### config.mk
export PLATFORM = sky130hd
export DESIGN_NAME = alu_rr_arbiter
export DESIGN_NICKNAME = d
export VERILOG_FILES = /design/src/rtl/alu_rr_arbiter.sv
export SDC_FILE = /design/constraint.sdc
export NUM_CORES = 1
export LEC_CHECK = 0
export ABC_AREA = 1
export CAP_MARGIN = 10
export CORE_MARGIN = 2
export CORE_UTILIZATION = 36
export CTS_CLUSTER_SIZE = 40
export DETAILED_ROUTE_END_ITERATION = 10
export GPL_ROUTABILITY_DRIVEN = 0
export HOLD_SLACK_MARGIN = 0.03
export PLACE_DENSITY_LB_ADDON = 0.1
export SYNTH_ARGS = -nofsm -noshare
export SYNTH_HDL_FRONTEND = slang
export SYNTH_SLANG_ARGS = --single-unit
### constraint.sdc
create_clock -name clk -period 1.53 [get_ports clk]
set_input_delay 0.2295 -clock clk [delete_from_list [all_inputs] [get_ports clk]]
set_output_delay 0.2295 -clock clk [all_outputs]
set_load 0.02 [all_outputs]
### src/rtl/alu_rr_arbiter.sv
// -----------------------------------------------------------------------------
// alu_rr_arbiter
//
// Purpose:
//   Shares one external combinational 32-bit ALU between NUM_REQ requesters.
//   A round-robin arbiter picks one valid request in IDLE and registers its
//   operands onto the ALU bus for the EXEC cycle. The ALU result and zero flag
//   are captured at the end of EXEC. The captured response is then held in
//   RESP until the granted requester accepts it.
//   Timing: accept in cycle 0, ALU busy in cycle 1, response visible from
//   cycle 2.
//
// Ports:
//   clk, rst_n        rising-edge clock, asynchronous active-low reset
//   req_valid/ready   per-requester request handshake (ready only in IDLE)
//   req_a/req_b       packed 32-bit operands, requester i at [32i+31:32i]
//   req_op            packed 3-bit opcodes, requester i at [3i+2:3i]
//   resp_valid/ready  per-requester response handshake (one-hot valid)
//   resp_result       captured ALU result (shared bus)
//   resp_zero         captured ALU zero flag
//   resp_err          illegal-opcode flag (only with ALU_ARB_OPCHECK_EN)
//   grant_idx         current or last granted requester
//   alu_a/alu_b/alu_op registered operands driven to the external ALU
//   alu_result/zero   outputs returned by the external ALU
//
// Configuration macro:
//   ALU_ARB_OPCHECK_EN
//     Defined:   illegal opcodes are accepted, but the ALU sees 3'b000.
//                The response is forced to result 0, zero 1, err 1.
//     Undefined: opcodes pass through unchecked, and resp_err stays 0.
// -----------------------------------------------------------------------------
module alu_rr_arbiter #(
   parameter int NUM_REQ = 2,
   parameter int IDX_W   = 2
) (
   input  logic                    clk,
   input  logic                    rst_n,
   input  logic [NUM_REQ-1:0]      req_valid,
   output logic [NUM_REQ-1:0]      req_ready,
   input  logic [32*NUM_REQ-1:0]   req_a,
   input  logic [32*NUM_REQ-1:0]   req_b,
   input  logic [3*NUM_REQ-1:0]    req_op,
   output logic [NUM_REQ-1:0]      resp_valid,
   input  logic [NUM_REQ-1:0]      resp_ready,
   output logic [31:0]             resp_result,
   output logic                    resp_zero,
   output logic                    resp_err,
   output logic [IDX_W-1:0]        grant_idx,
   output logic [31:0]             alu_a,
   output logic [31:0]             alu_b,
   output logic [2:0]              alu_op,
   input  logic [31:0]             alu_result,
   input  logic                    alu_zero
);

   typedef enum logic [1:0] {
      ST_IDLE = 2'b00,
      ST_EXEC = 2'b01,
      ST_RESP = 2'b10
   } state_t;

   localparam logic [IDX_W:0] NUM_REQ_W = (IDX_W+1)'(NUM_REQ);

   // Legal opcodes: AND 000, OR 001, ADD 010, SUB 110, SLT 111.
   function automatic logic op_illegal(input logic [2:0] op);
      logic bad;
      case (op)
         3'b000, 3'b001, 3'b010, 3'b110, 3'b111: bad = 1'b0;
         default:                                bad = 1'b1;
      endcase
      return bad;
   endfunction

   state_t                  state_r, state_nxt_s;
   logic [IDX_W-1:0]        rr_ptr_r;
   logic [IDX_W-1:0]        grant_idx_r;
   logic [31:0]             alu_a_r, alu_b_r;
   logic [2:0]              alu_op_r;
   logic                    op_err_r;
   logic [31:0]             resp_result_r;
   logic                    resp_zero_r;
   logic                    resp_err_r;

   logic [(1<<IDX_W)-1:0]   valid_ext_s;
   logic [IDX_W:0]          cand_s;
   logic [IDX_W:0]          rr_nxt_s;
   logic                    found_s;
   logic [IDX_W-1:0]        grant_s;
   logic [31:0]             sel_a_s, sel_b_s;
   logic [2:0]              sel_op_s;
   logic                    resp_ack_s;

   // Round-robin search: first valid requester at or above rr_ptr, wrapping.
   always_comb begin
      valid_ext_s                = '0;
      valid_ext_s[NUM_REQ-1:0]   = req_valid;
      found_s                    = 1'b0;
      grant_s                    = '0;
      cand_s                     = '0;
      for (int k = 0; k < NUM_REQ; k++) begin
         cand_s = {1'b0, rr_ptr_r} + (IDX_W+1)'(k);
         if (cand_s >= NUM_REQ_W) begin
            cand_s = cand_s - NUM_REQ_W;
         end else begin
            cand_s = cand_s;
         end
         if (!found_s && valid_ext_s[cand_s[IDX_W-1:0]]) begin
            found_s = 1'b1;
            grant_s = cand_s[IDX_W-1:0];
         end else begin
            found_s = found_s;
         end
      end
   end

   // Payload mux for the candidate grant and the pointer that follows it.
   always_comb begin
      sel_a_s  = 32'h0000_0000;
      sel_b_s  = 32'h0000_0000;
      sel_op_s = 3'b000;
      for (int i = 0; i < NUM_REQ; i++) begin
         if (grant_s == IDX_W'(i)) begin
            sel_a_s  = req_a[32*i +: 32];
            sel_b_s  = req_b[32*i +: 32];
            sel_op_s = req_op[3*i +: 3];
         end else begin
            sel_a_s  = sel_a_s;
         end
      end
      rr_nxt_s = {1'b0, grant_s} + {{IDX_W{1'b0}}, 1'b1};
      if (rr_nxt_s >= NUM_REQ_W) begin
         rr_nxt_s = '0;
      end else begin
         rr_nxt_s = rr_nxt_s;
      end
   end

   // Handshake decode: ready only in IDLE for the grant, valid only in RESP.
   always_comb begin
      req_ready  = '0;
      resp_valid = '0;
      resp_ack_s = 1'b0;
      for (int i = 0; i < NUM_REQ; i++) begin
         if (state_r == ST_IDLE && found_s && grant_s == IDX_W'(i)) begin
            req_ready[i] = 1'b1;
         end else begin
            req_ready[i] = 1'b0;
         end
         if (state_r == ST_RESP && grant_idx_r == IDX_W'(i)) begin
            resp_valid[i] = 1'b1;
            resp_ack_s    = resp_ready[i];
         end else begin
            resp_valid[i] = 1'b0;
         end
      end
   end

   // FSM state register.
   always_ff @(posedge clk or negedge rst_n) begin
      if (!rst_n) begin
         state_r <= ST_IDLE;
      end else begin
         state_r <= state_nxt_s;
      end
   end

   // FSM next-state logic.
   always_comb begin
      state_nxt_s = state_r;
      case (state_r)
         ST_IDLE: begin
            if (found_s) begin
               state_nxt_s = ST_EXEC;
            end else begin
               state_nxt_s = ST_IDLE;
            end
         end
         ST_EXEC: state_nxt_s = ST_RESP;
         ST_RESP: begin
            if (resp_ack_s) begin
               state_nxt_s = ST_IDLE;
            end else begin
               state_nxt_s = ST_RESP;
            end
         end
         default: state_nxt_s = ST_IDLE;
      endcase
   end

   // Datapath: load operands on accept, capture the ALU response after EXEC.
   always_ff @(posedge clk or negedge rst_n) begin
      if (!rst_n) begin
         rr_ptr_r      <= '0;
         grant_idx_r   <= '0;
         alu_a_r       <= 32'h0000_0000;
         alu_b_r       <= 32'h0000_0000;
         alu_op_r      <= 3'b000;
         op_err_r      <= 1'b0;
         resp_result_r <= 32'h0000_0000;
         resp_zero_r   <= 1'b0;
         resp_err_r    <= 1'b0;
      end else begin
         case (state_r)
            ST_IDLE: begin
               if (found_s) begin
                  grant_idx_r <= grant_s;
                  rr_ptr_r    <= rr_nxt_s[IDX_W-1:0];
                  alu_a_r     <= sel_a_s;
                  alu_b_r     <= sel_b_s;
`ifdef ALU_ARB_OPCHECK_EN
                  alu_op_r    <= op_illegal(sel_op_s) ? 3'b000 : sel_op_s;
                  op_err_r    <= op_illegal(sel_op_s);
`else
                  alu_op_r    <= sel_op_s;
                  op_err_r    <= 1'b0;
`endif
               end else begin
                  grant_idx_r <= grant_idx_r;
               end
            end
            ST_EXEC: begin
               if (op_err_r) begin
                  resp_result_r <= 32'h0000_0000;
                  resp_zero_r   <= 1'b1;
                  resp_err_r    <= 1'b1;
               end else begin
                  resp_result_r <= alu_result;
                  resp_zero_r   <= alu_zero;
                  resp_err_r    <= 1'b0;
               end
            end
            default: begin
               resp_result_r <= resp_result_r;
            end
         endcase
      end
   end

   assign grant_idx   = grant_idx_r;
   assign alu_a       = alu_a_r;
   assign alu_b       = alu_b_r;
   assign alu_op      = alu_op_r;
   assign resp_result = resp_result_r;
   assign resp_zero   = resp_zero_r;
   assign resp_err    = resp_err_r;

endmodule

After elaboration in Yosys (flattened, before gate mapping) --
Cells that the tools add are included.
Storage, ports and cells: logic and storage cells 58, output and inout port bits 107, bits in registers 106
Operators by class: add/sub/neg operators 4, muxes and demuxes 26, $lt $le $gt $ge 5, equal/unequal tests 4, reduce and logical (&&, ||, !) cells 11
Operators with widths (number):
- $mux W32 | 4
- $mux W2 | 6
- $mux W1 | 11
- $add A2 B1 Y3 const B | 2
- $eq A2 B1 Y1 const B | 3
- $ge A3 B2 Y1 const B | 2
- $logic_and A1 B1 Y1 | 6
- $logic_not A2 Y1 | 3
- $lt A2 B3 Y1 const B | 2
- $mux W3 | 2
- $pmux W2 S3 | 1
- $bmux W1 S2 | 2
- $sub A2 B2 Y2 const B | 2
- $eq A2 B2 Y1 const B | 1
- $ge A2 B2 Y1 const B | 1
- $reduce_and A2 Y1 | 1
- $logic_not A1 Y1 | 1

Longest topological paths before layout --
depth in word-level cells 11, depth in mapped cells 13, gate-level depth less buffers 10

Least setup slack after synthesis --
No wires, ideal clock.
path kind reg-to-output, start point reg rr_ptr_r[0], end point out req_ready[0], data required time 1.300 ns, data arrival time 1.349 ns, cell stages (with the launch flop) 9, buffers on the path 2, setup slack -0.049 ns, cell sequence dfrtp_1 -> inv_1 -> nand2_2 -> nand2_1 -> ha_1 -> buf_2 -> buf_2 -> inv_1 -> nor2_1
Between the ends: word-level cells in the longest chain between the ends 11
Ends and longest elaborated chain:
- start, declared | line 75 | logic [IDX_W-1:0] rr_ptr_r;
- start signal, assigned | line 207 | rr_ptr_r <= rr_nxt_s[IDX_W-1:0];
- parallel branches: the longest is 9 deep, another holds $add A2 B1 Y3
- $logic_and A1 B1 Y1 * | line 144 | if (state_r == ST_IDLE && found_s && grant_s == IDX_W'(i)) begin
- $mux W1 * | line 144
- end, declared | line 39 | output logic [NUM_REQ-1:0] req_ready,
Mark *: on every way between the ends. The select of a mux whose other input is x is not followed.

Final worst setup path --
Same ends and word-level chain as after synthesis.

==> flow_results.org <==
** Synthesis
- Register bit total from synthesis :: 106
- The Yosys step of the flow raised 0 warnings.
- For this run, the register share of the synthesized area comes to 0.496.
- Cells after Synth :: 707
- Unique masters post-synth :: 19
- Avg Cell Area, Syn :: 7.56 um2
- The synthesized netlist occupies a cell area of 5350 um2.

** Place
- After legalization and detailed placement, the total HPWL measured 12.1 mm.
- Port Buffer Count :: 278

** Critical path
- Worst setup path category :: reg2out
- The worst setup path is captured at an output port.
- For the worst setup path, the data required time is 1.30 ns.
- In this design, the largest share of critical-path delay is due to flip-flops.
- Chain of cells forming the critical path :: inv_2, nand2_4, nand2_4, buf_6, ha_4, inv_2, nor2_4, buf_6
- STA classifies the critical path startpoint as a flop.
- In this run the worst path has a maximum fanout of 3.
- CP max stage cell :: dfrtp_1
- Data arrival time at the worst-slack endpoint :: 1.46 ns
- Counting both buffers and inverters, the worst setup path holds a total of 4.
- On the worst path, the slowest cell contributes a delay of 0.39 ns.
- The setup check on the worst reg-to-reg path leaves a slack of -0.16 ns.

** Floorplanning
- Floorplan Core Area :: 14500 um2
- After floorplanning, the core was divided into 44 placement rows.
- Floorplan die height :: 126 um
- In this run the count of I/O pins placed on the die edge is 280.
- The die is 126 um wide.
- The initial utilization of the core area, before any placement, comes to 0.368.
- The die covers 15800 um2.

** Layout
- Area Overhead vs Synth :: 74.1%
- Number of inserted diodes :: 0
- The sequential cells in the finished layout cover a total of 2660 um2.
- Total number of nets in the final design :: 1164
- Filler cell count :: 1329
- The multi-input combinational cells in the finished layout cover a total of 2670 um2.
- Fraction of layout cells with a size suffix above 1 :: 0.150

** Power
- Cell internal power was estimated by the tool at 4.76 mW.
- The worst-case IR drop observed on VDD is 546 uV.
- Power spread over the standard cell area amounts to 673 nW/um2.
- Fraction of power consumed by combinational cells :: 0.171
- The analysis attributes to net switching a power of 1.50 mW.
- Leakage Power :: 4.77 nW
- The share of total power dissipated in sequential elements is 0.447.
- Of the total power, the share spent switching nets is 0.239.
- Relative contribution of the clock network to total power :: 0.382

** Timing
- Fin crit share :: 1.11
- For the final routed database, the setup TNS stands at -6.94 ns.
- Fin. Hold Viols :: 0
- At the pin with the least slew margin, the transition time is 0.603 ns.
- Maximum clock frequency :: 591 MHz
- Setup repair after global routing could not meet its margin everywhere.
- Final count of negative-setup-slack endpoints :: 70
- Worst slew margin relative to its limit :: 0.598
- Post-layout minimum cycle time :: 1.69 ns
- After layout, the worst setup slack is -0.161 ns.
- Final Max Tran Viols :: 0
- Worst Skew :: 0.00979 ns
- Final hold slack :: 0.391 ns

** Clock network
- For this design, the sink count on the clock tree is 106.
- The cell sitting at the root of the clock tree is a clkbuf_16.
- H-tree level count :: 3
- Number of buffers inserted during clock tree synthesis :: 9
- The clock reaches the later pin of the worst-skew pair after 0.35 ns.
- TritonCTS built the clock tree.
- The clock passes through at most 2 buffers.
- Clock-pin slew was measured on the worst setup and hold paths at 0.07 ns.

** Drt
- The first detailed-routing pass took 5 iterations.
- For this block, the routed nets add up to 20.1 mm of wire.
- Length of routed met3 wiring :: 1.50 mm
- Number of DRC markers after the initial detailed-route iteration :: 275
- Via/cell ratio :: 4.91
- Detail Route met2 WL :: 9.58 mm
- Wire length per cell after detailed routing :: 17.0 um
- Post-Route M1 WL :: 8.27 mm
- Topmost layer with routed signal wires :: met5
- Count of vias placed by the detailed router :: 5784
- The detail route stage leaves a number of antenna-violating nets equal to 0.
- Residual DRC :: 0

** Global routing
- Entering global routing, the biggest net connects 71 pins.
- The first global-routing pass estimated 29.8 mm of wire.
- In the global route stage, overall resource usage came out at 0.235.
- The number of antenna violations at the first check in global routing is 1.
- Total gr overflow :: 0
- The number of global-route vias before repair was 5552.

** Outcome
- Outcome :: finished, violations left
- Failing checks :: setup timing

** Worst hold path
- Path category of the worst min-delay check :: in2async

** Flow run
- The tool flagged a number of max-cap violations equal to 0.
## logic make-up after synthesis
kind of cell | synth area share
buffers and inverters | 0.0744
AOI/OAI and AO/OA | 0.000935
DFF | 0.496
and+or+nand+nor | 0.420
other | 0.00140
adders and majority gates | 0.00702
## power by group through the flow
stage / logic (mW) / clock network (mW) / registers (mW)
global route: 1.15 / 2.56 / 2.80
floorplan: 0.239 / 0 / 2.86
CTS: 0.894 / 2.45 / 2.80
detailed placement: 0.806 / 0 / 2.85
global placement: 0.806 / 0 / 2.85
finish: 1.07 / 2.39 / 2.80
## sequential cells by signal, summed over array words and instances (netlist names)
signal,count
state_r,2
resp_result,32
rr_ptr_r,2
alu_a,32
resp_zero,1
grant_idx,2
alu_op,3
alu_b,32
## layer usage
metal,track usage,vias to the layer above
li1,-,2816
met1,0.301,2689
met2,0.383,232
met3,0.0633,45
met4,0.0879,2
met5,0,-
## area by class of cell
cell class / instances / share of cell area
Multi-Input combinational cell: 537 / 0.287
Clock buffer: 10 / 0.0257
Timing Repair Buffer: 323 / 0.365
Sequential cell: 106 / 0.285
Clock inverter: 6 / 0.00699
Inverter: 11 / 0.00497
Tap cell: 184 / 0.0247
## placed cells by master (no fill, tap or decap), types with 7 or more instances in the layout
master,count
clkdlybuf4s50_1,171
dlygate4sd2_1,100
buf_6,7
nand2_1,335
clkbuf_16,16
nand3_1,117
nand3_2,49
buf_4,16
dfrtp_1,104
nand2_2,13
buf_12,11
## what timing repair did
action,CTS,global route
buffers inserted,2,2
hold endpoints to repair,29,0
pin swaps,3,79
hold buffers,1,0
cloned,5,9
gates resized for setup,139,97
setup endpoints to repair,174,90
## path summary, 6_finish.rpt
check                                        start                           to  cells past startpoint
hold / removal                               rst_n        alu_a[11]$_DFFE_PN0P_                      2
hold reg to reg              alu_a[18]$_DFFE_PN0P_        alu_a[18]$_DFFE_PN0P_                      2
min in group clk                    alu_result[26]  resp_result[26]$_DFFE_PN0N_                      3
max in group asynchronous                    rst_n        alu_op[0]$_DFFE_PN0P_                      3
setup / recovery           rr_ptr_r[0]$_DFFE_PN0P_                 req_ready[0]                      8
setup reg to reg           rr_ptr_r[0]$_DFFE_PN0P_        alu_a[11]$_DFFE_PN0P_                     12
## worst reg2reg max path: cells and delay by family, from the launching register on
kind	cells	cell delay, ns
buffers and inverters	5	0.61
adders and majority gates	1	0.14
and+or+nand+nor	6	0.47
DFF	1	0.39
## stage by stage
stage / cell area (um2) / total power [mW] / setup WS [ns] / std cells / util
3_3_place_gp: 8280 / 3.66 / -0.559 / 1142 / 0.570
2_1_floorplan: 5360 / 3.09 / -0.0176 / 709 / -
5_1_grt: 9310 / 6.51 / -0.230 / 1177 / 0.640
6_report: 9310 / 6.26 / -0.161 / 1177 / 0.640
4_1_cts: 8700 / 6.15 / -0.151 / 1166 / 0.598
3_5_place_dp: 8280 / 3.66 / -0.593 / 1142 / 0.570
## cells in the mapped netlist, drive strengths merged
library cell | count | area (um2)
dfrtp | 106 | 2650
nor2 | 6 | 38.8
buf | 55 | 354
conb | 2 | 7.51
ha | 3 | 37.5
nand2 | 352 | 1340
nand3 | 170 | 863
a21oi | 1 | 5.00
inv | 11 | 43.8
nor3 | 1 | 5.00
(Power assumes the default switching activity.)
